File: src/rtl/scoreboard_if.sv
// Scoreboard types plus the issue/writeback/commit/forwarding bundle.
// Optional operand forwarding in the scoreboard is enabled with SB_FORWARD_EN.
package scoreboard_pkg;
  localparam int unsigned NR_SB_ENTRIES = 4;
  localparam int unsigned TRANS_ID_BITS = $clog2(NR_SB_ENTRIES);

  typedef struct packed {
    logic [63:0] cause;
    logic [63:0] tval;
    logic        valid;
  } exception;

  typedef struct packed {
    logic [63:0]              pc;
    logic [TRANS_ID_BITS-1:0] trans_id;
    logic [3:0]               fu;
    logic [6:0]               op;
    logic [4:0]               rs1;
    logic [4:0]               rs2;
    logic [4:0]               rd;
    logic [63:0]              result;
    logic                     valid;
    logic                     use_imm;
    exception                 ex;
  } scoreboard_entry;
endpackage

interface scoreboard_if #(
  parameter int unsigned NR_WB_PORTS = 4
);
  import scoreboard_pkg::*;

  logic                                       flush_i;
  logic                                       full_o;
  scoreboard_entry                            decoded_instr_i;
  logic                                       decoded_instr_valid_i;
  logic                                       decoded_instr_ack_o;
  logic [TRANS_ID_BITS-1:0]                   issue_trans_id_o;
  logic [NR_WB_PORTS-1:0][TRANS_ID_BITS-1:0]  trans_id_i;
  logic [NR_WB_PORTS-1:0][63:0]               wdata_i;
  logic [NR_WB_PORTS-1:0]                     wb_valid_i;
  exception [NR_WB_PORTS-1:0]                 ex_i;
  scoreboard_entry                            commit_instr_o;
  logic                                       commit_valid_o;
  logic                                       commit_ack_i;
  logic [4:0]                                 rs1_i;
  logic [4:0]                                 rs2_i;
  logic [63:0]                                rs1_o;
  logic [63:0]                                rs2_o;
  logic                                       rs1_valid_o;
  logic                                       rs2_valid_o;
  logic                                       rs1_busy_o;
  logic                                       rs2_busy_o;

  modport master (
    output flush_i, decoded_instr_i, decoded_instr_valid_i, trans_id_i, wdata_i,
           wb_valid_i, ex_i, commit_ack_i, rs1_i, rs2_i,
    input  full_o, decoded_instr_ack_o, issue_trans_id_o, commit_instr_o, commit_valid_o,
           rs1_o, rs2_o, rs1_valid_o, rs2_valid_o, rs1_busy_o, rs2_busy_o
  );

  modport slave (
    input  flush_i, decoded_instr_i, decoded_instr_valid_i, trans_id_i, wdata_i,
           wb_valid_i, ex_i, commit_ack_i, rs1_i, rs2_i,
    output full_o, decoded_instr_ack_o, issue_trans_id_o, commit_instr_o, commit_valid_o,
           rs1_o, rs2_o, rs1_valid_o, rs2_valid_o, rs1_busy_o, rs2_busy_o
  );
endinterface

File: src/rtl/scoreboard.sv
// In-order issue / out-of-order writeback / in-order commit scoreboard.
// Define SB_FORWARD_EN to forward finished results on rs*_o / rs*_valid_o.
module scoreboard import scoreboard_pkg::*; #(
  parameter int unsigned NR_ENTRIES  = NR_SB_ENTRIES,
  parameter int unsigned NR_WB_PORTS = 4
) (
  input  logic         clk_i,
  input  logic         rst_ni,
  scoreboard_if.slave  sb
);

  localparam int unsigned CNT_W = $clog2(NR_ENTRIES + 1);

  typedef struct packed {
    logic        busy;
    logic        valid;
    logic [63:0] data;
  } lookup_t;

  scoreboard_entry          mem_q [NR_ENTRIES];
  logic [NR_ENTRIES-1:0]    occ_q;
  logic [TRANS_ID_BITS-1:0] head_q, tail_q;
  logic [CNT_W-1:0]         count_q;

  logic            full, alloc, commit;
  scoreboard_entry alloc_entry;
  lookup_t         rs1_res, rs2_res;

  function automatic logic [TRANS_ID_BITS-1:0] next_ptr(input logic [TRANS_ID_BITS-1:0] p);
    return (p == TRANS_ID_BITS'(NR_ENTRIES - 1)) ? '0 : p + TRANS_ID_BITS'(1);
  endfunction

  // Walk from head towards tail so the last hit is the youngest producer.
  function automatic lookup_t lookup(input logic [4:0] rs);
    lookup_t                  res;
    logic [TRANS_ID_BITS-1:0] idx;
    res = '0;
    for (int unsigned i = 0; i < NR_ENTRIES; i++) begin
      idx = TRANS_ID_BITS'((32'(head_q) + i) % NR_ENTRIES);
      if (i < 32'(count_q) && rs != '0 && mem_q[idx].rd == rs) begin
        res.busy = 1'b1;
`ifdef SB_FORWARD_EN
        res.valid = mem_q[idx].valid;
        res.data  = mem_q[idx].valid ? mem_q[idx].result : '0;
`else
        res.valid = 1'b0;
        res.data  = '0;
`endif
      end
    end
    return res;
  endfunction

  assign full                   = (count_q == CNT_W'(NR_ENTRIES));
  assign alloc                  = sb.decoded_instr_valid_i & ~full & ~sb.flush_i;
  assign sb.full_o              = full;
  assign sb.decoded_instr_ack_o = alloc;
  assign sb.issue_trans_id_o    = tail_q;
  assign sb.commit_instr_o      = mem_q[head_q];
  assign sb.commit_valid_o      = (count_q != '0) & mem_q[head_q].valid & ~sb.flush_i;
  assign commit                 = sb.commit_ack_i & sb.commit_valid_o;

  always_comb begin
    alloc_entry          = sb.decoded_instr_i;
    alloc_entry.trans_id = tail_q;
    alloc_entry.valid    = 1'b0;
  end

  always_comb begin
    rs1_res = lookup(sb.rs1_i);
    rs2_res = lookup(sb.rs2_i);
  end

  assign sb.rs1_busy_o  = rs1_res.busy;
  assign sb.rs1_valid_o = rs1_res.valid;
  assign sb.rs1_o       = rs1_res.data;
  assign sb.rs2_busy_o  = rs2_res.busy;
  assign sb.rs2_valid_o = rs2_res.valid;
  assign sb.rs2_o       = rs2_res.data;

  always_ff @(posedge clk_i or negedge rst_ni) begin
    if (!rst_ni) begin
      for (int unsigned i = 0; i < NR_ENTRIES; i++) mem_q[i] <= '0;
      occ_q   <= '0;
      head_q  <= '0;
      tail_q  <= '0;
      count_q <= '0;
    end else if (sb.flush_i) begin
      for (int unsigned i = 0; i < NR_ENTRIES; i++) mem_q[i] <= '0;
      occ_q   <= '0;
      head_q  <= '0;
      tail_q  <= '0;
      count_q <= '0;
    end else begin
      // Later ports override earlier ones; commit/alloc below override writebacks.
      for (int unsigned k = 0; k < NR_WB_PORTS; k++) begin
        if (sb.wb_valid_i[k] && occ_q[sb.trans_id_i[k]]) begin
          mem_q[sb.trans_id_i[k]].result <= sb.wdata_i[k];
          mem_q[sb.trans_id_i[k]].valid  <= 1'b1;
          if (sb.ex_i[k].valid) mem_q[sb.trans_id_i[k]].ex <= sb.ex_i[k];
        end
      end
      if (commit) begin
        mem_q[head_q] <= '0;
        occ_q[head_q] <= 1'b0;
        head_q        <= next_ptr(head_q);
      end
      if (alloc) begin
        mem_q[tail_q] <= alloc_entry;
        occ_q[tail_q] <= 1'b1;
        tail_q        <= next_ptr(tail_q);
      end
      case ({alloc, commit})
        2'b10:   count_q <= count_q + CNT_W'(1);
        2'b01:   count_q <= count_q - CNT_W'(1);
        default: count_q <= count_q;
      endcase
    end
  end

endmodule

File: src/flat_wrapper.sv
// flat-port wrapper written by rule: the top's interface ports become plain ports
module scoreboard_flat import scoreboard_pkg::*;
#(
  parameter int unsigned NR_ENTRIES  = NR_SB_ENTRIES,
  parameter int unsigned NR_WB_PORTS = 4
)
  (clk_i, rst_ni, sb_flush_i, sb_decoded_instr_i, sb_decoded_instr_valid_i, sb_trans_id_i, sb_wdata_i, sb_wb_valid_i, sb_ex_i, sb_commit_ack_i, sb_rs1_i, sb_rs2_i, sb_full_o, sb_decoded_instr_ack_o, sb_issue_trans_id_o, sb_commit_instr_o, sb_commit_valid_o, sb_rs1_o, sb_rs2_o, sb_rs1_valid_o, sb_rs2_valid_o, sb_rs1_busy_o, sb_rs2_busy_o);
  scoreboard_if #(.NR_WB_PORTS(NR_WB_PORTS)) sb_i ();
  input  logic clk_i;
  input  logic rst_ni;
  input wire logic [$bits(sb_i.flush_i)-1:0] sb_flush_i;
  input wire logic [$bits(sb_i.decoded_instr_i)-1:0] sb_decoded_instr_i;
  input wire logic [$bits(sb_i.decoded_instr_valid_i)-1:0] sb_decoded_instr_valid_i;
  input wire logic [$bits(sb_i.trans_id_i)-1:0] sb_trans_id_i;
  input wire logic [$bits(sb_i.wdata_i)-1:0] sb_wdata_i;
  input wire logic [$bits(sb_i.wb_valid_i)-1:0] sb_wb_valid_i;
  input wire logic [$bits(sb_i.ex_i)-1:0] sb_ex_i;
  input wire logic [$bits(sb_i.commit_ack_i)-1:0] sb_commit_ack_i;
  input wire logic [$bits(sb_i.rs1_i)-1:0] sb_rs1_i;
  input wire logic [$bits(sb_i.rs2_i)-1:0] sb_rs2_i;
  output wire logic [$bits(sb_i.full_o)-1:0] sb_full_o;
  output wire logic [$bits(sb_i.decoded_instr_ack_o)-1:0] sb_decoded_instr_ack_o;
  output wire logic [$bits(sb_i.issue_trans_id_o)-1:0] sb_issue_trans_id_o;
  output wire logic [$bits(sb_i.commit_instr_o)-1:0] sb_commit_instr_o;
  output wire logic [$bits(sb_i.commit_valid_o)-1:0] sb_commit_valid_o;
  output wire logic [$bits(sb_i.rs1_o)-1:0] sb_rs1_o;
  output wire logic [$bits(sb_i.rs2_o)-1:0] sb_rs2_o;
  output wire logic [$bits(sb_i.rs1_valid_o)-1:0] sb_rs1_valid_o;
  output wire logic [$bits(sb_i.rs2_valid_o)-1:0] sb_rs2_valid_o;
  output wire logic [$bits(sb_i.rs1_busy_o)-1:0] sb_rs1_busy_o;
  output wire logic [$bits(sb_i.rs2_busy_o)-1:0] sb_rs2_busy_o;
  assign sb_i.flush_i = sb_flush_i;
  assign sb_i.decoded_instr_i = sb_decoded_instr_i;
  assign sb_i.decoded_instr_valid_i = sb_decoded_instr_valid_i;
  assign sb_i.trans_id_i = sb_trans_id_i;
  assign sb_i.wdata_i = sb_wdata_i;
  assign sb_i.wb_valid_i = sb_wb_valid_i;
  assign sb_i.ex_i = sb_ex_i;
  assign sb_i.commit_ack_i = sb_commit_ack_i;
  assign sb_i.rs1_i = sb_rs1_i;
  assign sb_i.rs2_i = sb_rs2_i;
  assign sb_full_o = sb_i.full_o;
  assign sb_decoded_instr_ack_o = sb_i.decoded_instr_ack_o;
  assign sb_issue_trans_id_o = sb_i.issue_trans_id_o;
  assign sb_commit_instr_o = sb_i.commit_instr_o;
  assign sb_commit_valid_o = sb_i.commit_valid_o;
  assign sb_rs1_o = sb_i.rs1_o;
  assign sb_rs2_o = sb_i.rs2_o;
  assign sb_rs1_valid_o = sb_i.rs1_valid_o;
  assign sb_rs2_valid_o = sb_i.rs2_valid_o;
  assign sb_rs1_busy_o = sb_i.rs1_busy_o;
  assign sb_rs2_busy_o = sb_i.rs2_busy_o;
  scoreboard #(.NR_ENTRIES(NR_ENTRIES), .NR_WB_PORTS(NR_WB_PORTS)) u_core (.clk_i(clk_i), .rst_ni(rst_ni), .sb(sb_i));
endmodule
File: config.mk
export PLATFORM = sky130hd
export DESIGN_NAME = scoreboard_flat
export DESIGN_NICKNAME = d
export VERILOG_FILES = /design/src/rtl/scoreboard_if.sv /design/src/rtl/scoreboard.sv /design/src/flat_wrapper.sv
export SDC_FILE = /design/constraint.sdc
export NUM_CORES = 2
export LEC_CHECK = 0
export CAP_MARGIN = 0
export CORE_AREA = 10 10 582 584
export DETAILED_ROUTE_END_ITERATION = 10
export DIE_AREA = 0 0 592 594
export HOLD_SLACK_MARGIN = 0.1
export PLACE_DENSITY_LB_ADDON = 0.08
export SETUP_SLACK_MARGIN = 0.15
export SYNTH_ARGS = -nofsm -noshare
export SYNTH_HDL_FRONTEND = slang
export SYNTH_SLANG_ARGS = --single-unit
File: constraint.sdc
create_clock -name clk_i -period 5.8 [get_ports clk_i]
set_input_delay 0.87 -clock clk_i [delete_from_list [all_inputs] [get_ports clk_i]]
set_output_delay 0.87 -clock clk_i [all_outputs]
set_load 0.005 [all_outputs]
==> run metrics <==
status complete, no violations; first-pass GRT wire length about 740000 um; Finished Cell Area roughly 100000 sq um; Net Sw Power ~7.7 mW; H-tree levels 4; CP max FO 69; cts bufs inserted 166; Clock power frac 0.424; WS Path Type flop to primary output; CTS sink cnt around 1200; detailed-route via count between 80000 and 90000; leakage 41.6 nW; Top FF cell, synth dfrtp_1; final setup TNS 0 ns; pwr dens 238 nW/um^2; Critical path origin u_core.head_q[0]$_DFFE_PN0P_; Post-DP HPWL between 300000 and 400000 um; syn_area_per_cell between 8 and 9 sq um; fin worst setup slack ~0.45 ns; worst vdd ir approximately 0.00023 V; DRC 0; Layout Nets approximately 11000; switch share 0.314; Initial Util 0.244; Synth Instances 9010; actual slew at the worst max-slew pin roughly 1.3 ns; hold slack 0.485 ns; GRT overflow 0; DIE WIDTH between 500 and 600 um; Rows 210; final count of negative-setup-slack endpoints 0; CTS Buffer Depth 4; commonest cells after routing, fill and taps aside clkdlybuf4s50_1 (1374), o21ai_0 (1163), dfrtp_1 (1157), nand2_1 (920), nor2_1 (591); RSZ-0062 raised after global routing false; full die area ~350000 sq um; post-route ant nets 0; Synth cell types between 60 and 70; commonest non-fill, non-tap cell in the layout clkdlybuf4s50_1; global routing usage on met1 0.370; clock latency on the worst-skew pair roughly 0.86 ns; Clock Skews about 0.08 ns; initial antenna violation count around 280; post-layout util 0.315; sequential power share 0.360; area post-placement between 90000 and 100000 sq um; Setup crit end sb_commit_instr_o[114]; Worst path max stage delay 0.84 ns; DR iter-0 viols between 10000 and 15000; PortBufs between 1000 and 1500; root buffer cell clkbuf_16; Avg WL per Cell roughly 38 um; Final Hold Fails 0; Mapped Area roughly 80000 sq um; Die Ht around 600 um; pin count of the biggest net entering global routing just under 200; relative slew slack 0.162; share of cells above drive strength 1 0.0803; R2R cell count 8; fin crit share 0.922; CTS tree done; Critical-path top delay cell buf_4; CP Capture Type primary output; cell internal pwr between 15 and 20 mW; FF-to-FF setup slack slightly below 2 ns; CP Data Required Time between 4 and 5 ns; Syn. warnings 0; sequential share of the synthesized area 0.364; HP Class input pin to flop; startpoint types flop; met3 usage 0.0812; met2 Use GR 0.445; Post-synth ARST share 1.00; #FFs+latches synth about 1200; gr busiest metal met2; final WL 545000 um; GP Congestion just under 0.9; Vias/cell 6.16; CP arrival about 4.5 ns; Layout Area Growth over Synthesis 28.9%; Final min period roughly 5.3 ns; critical-path cell list buf_12 > buf_4 > mux4_2 > clkdlybuf4s50_1; Max Fclk ~0.19 GHz; Reg-to-Reg End u_core.mem_q[99]$_DFF_PN0_; Buf+Inv Stages, Crit Path 3; Worst R2R Start u_core.head_q[1]$_DFFE_PN0P_; crit-path leading delay family buffers and inverters; Post-synth EDFFs 0; combinational power share 0.215; critical path depth 4; Overall Global Routing Usage 0.292; io pins ~1500; max-slew violation count 0; vias in the first global route 86452; pre-CTS WS 1.14 ns; drt pass-1 iters 7; post-CTS setup buffers 0; maximum capacitance violations 0; Core Footprint roughly 330000 sq um; Clk pin slew, worst setup/hold paths roughly 0.06 ns
## registers in the layout (all words and copies together), names as in the netlist
name and cells:
u_core.mem_q 1148, u_core.occ_q 4, u_core.count_q 3, u_core.head_q 2
u_core.sb.issue_trans_id_o 2
## cell type report
class	instances	area, sq um
Antenna cell	176	440
Clock buffer	252	4800
Clock inverter	29	463
Fill cell	33715	224000
Inverter	10	38.8
Multi-Input combinational cell	6792	46500
Sequential cell	1159	29000
Tap cell	4346	5440
Timing Repair Buffer	1573	16200
## repair_timing
item                                    in CTS  in global routing
endpoints found under the setup margin       0                  2
endpoints found under the hold margin       56                  0
hold buffers                                 1                  0
resized for setup                            0                  2
## Yosys cell counts (all sizes together), types with 5 or more instances
library cell	number	area, sq um
nand4	14	87.6
a21oi	335	1680
mux2i	322	3220
nand4b	7	61.3
xor2	8	70.1
clkbuf	849	3190
buf	329	1920
nand2	931	3500
a211oi	452	3430
ha	12	150
and3	265	1660
o21ai	1284	6430
nor2	595	2230
dfrtp	1159	29000
a22oi	255	1910
o32ai	64	561
o311a	256	2560
inv	10	37.5
nand3	327	1640
and2	9	56.3
a211o	128	1120
a31oi	191	1200
and4b	5	50.1
nor4	10	62.6
xnor2	36	315
a32oi	65	569
nor2b	128	801
o22ai	131	820
a22o	494	4330
mux4	302	6800
## logic make-up after synthesis
kind of cell / after synthesis / synth area share
AO/OA/AOI/OAI: 3668 / 0.310
AND/OR/NAND/NOR: 2312 / 0.129
buffers and inverters: 1188 / 0.0645
flip-flops: 1159 / 0.364
multiplexers: 625 / 0.126
XOR/XNOR: 44 / 0.00483
adder cells (fa/ha/maj): 13 / 0.00201
other: 1 / 0.0000470
## worst min path at each step
stage | startpoint | to | slack, ns | cells past startpoint
floorplan | u_core.mem_q[796]$_DFF_PN0_ | u_core.mem_q[796]$_DFF_PN0_ | 0.44 | 2
global placement | u_core.mem_q[796]$_DFF_PN0_ | u_core.mem_q[796]$_DFF_PN0_ | 0.46 | 2
detailed placement | u_core.mem_q[796]$_DFF_PN0_ | u_core.mem_q[796]$_DFF_PN0_ | 0.48 | 2
CTS | sb_flush_i | u_core.mem_q[178]$_DFF_PN0_ | 0.44 | 2
global route | sb_flush_i | u_core.mem_q[192]$_DFF_PN0_ | 0.48 | 2
finish | sb_flush_i | u_core.mem_q[178]$_DFF_PN0_ | 0.48 | 2
## worst reg2reg max path, delay by kind of cell (launching register included)
family	cells	cell delay [ns]
buffers and inverters	3	1.61
AO/OA/AOI/OAI	3	0.81
multiplexers	1	0.55
flip-flops	1	0.45
AND/OR/NAND/NOR	1	0.29
## metal layers
| layer | vias to the layer above | share of wire |
|---|---|---|
| li1 | 35679 | - |
| met1 | 44712 | 0.39 |
| met2 | 6381 | 0.45 |
| met3 | 1408 | 0.10 |
| met4 | 96 | 0.060 |
| met5 | - | 0.0011 |
## power groups by stage
stage               registers (mW)  logic [mW]  clock network (mW)
global route                  8.87        5.55                10.9
floorplan                     8.85        2.27                   0
global placement              8.95        5.18                   0
detailed placement            8.96        5.19                   0
finish                        8.83        5.27                10.4
CTS                           8.82        5.22                10.6
## through the flow
| stage | cells | power, mW |
|---|---|---|
| floorplan | 9139 | 11.1 |
| global placement | 13879 | 14.1 |
| detailed placement | 13879 | 14.1 |
| CTS | 14161 | 24.6 |
| global route | 14309 | 25.3 |
| finish | 14337 | 24.5 |
Note: power is estimated with default switching activity, not from simulation.
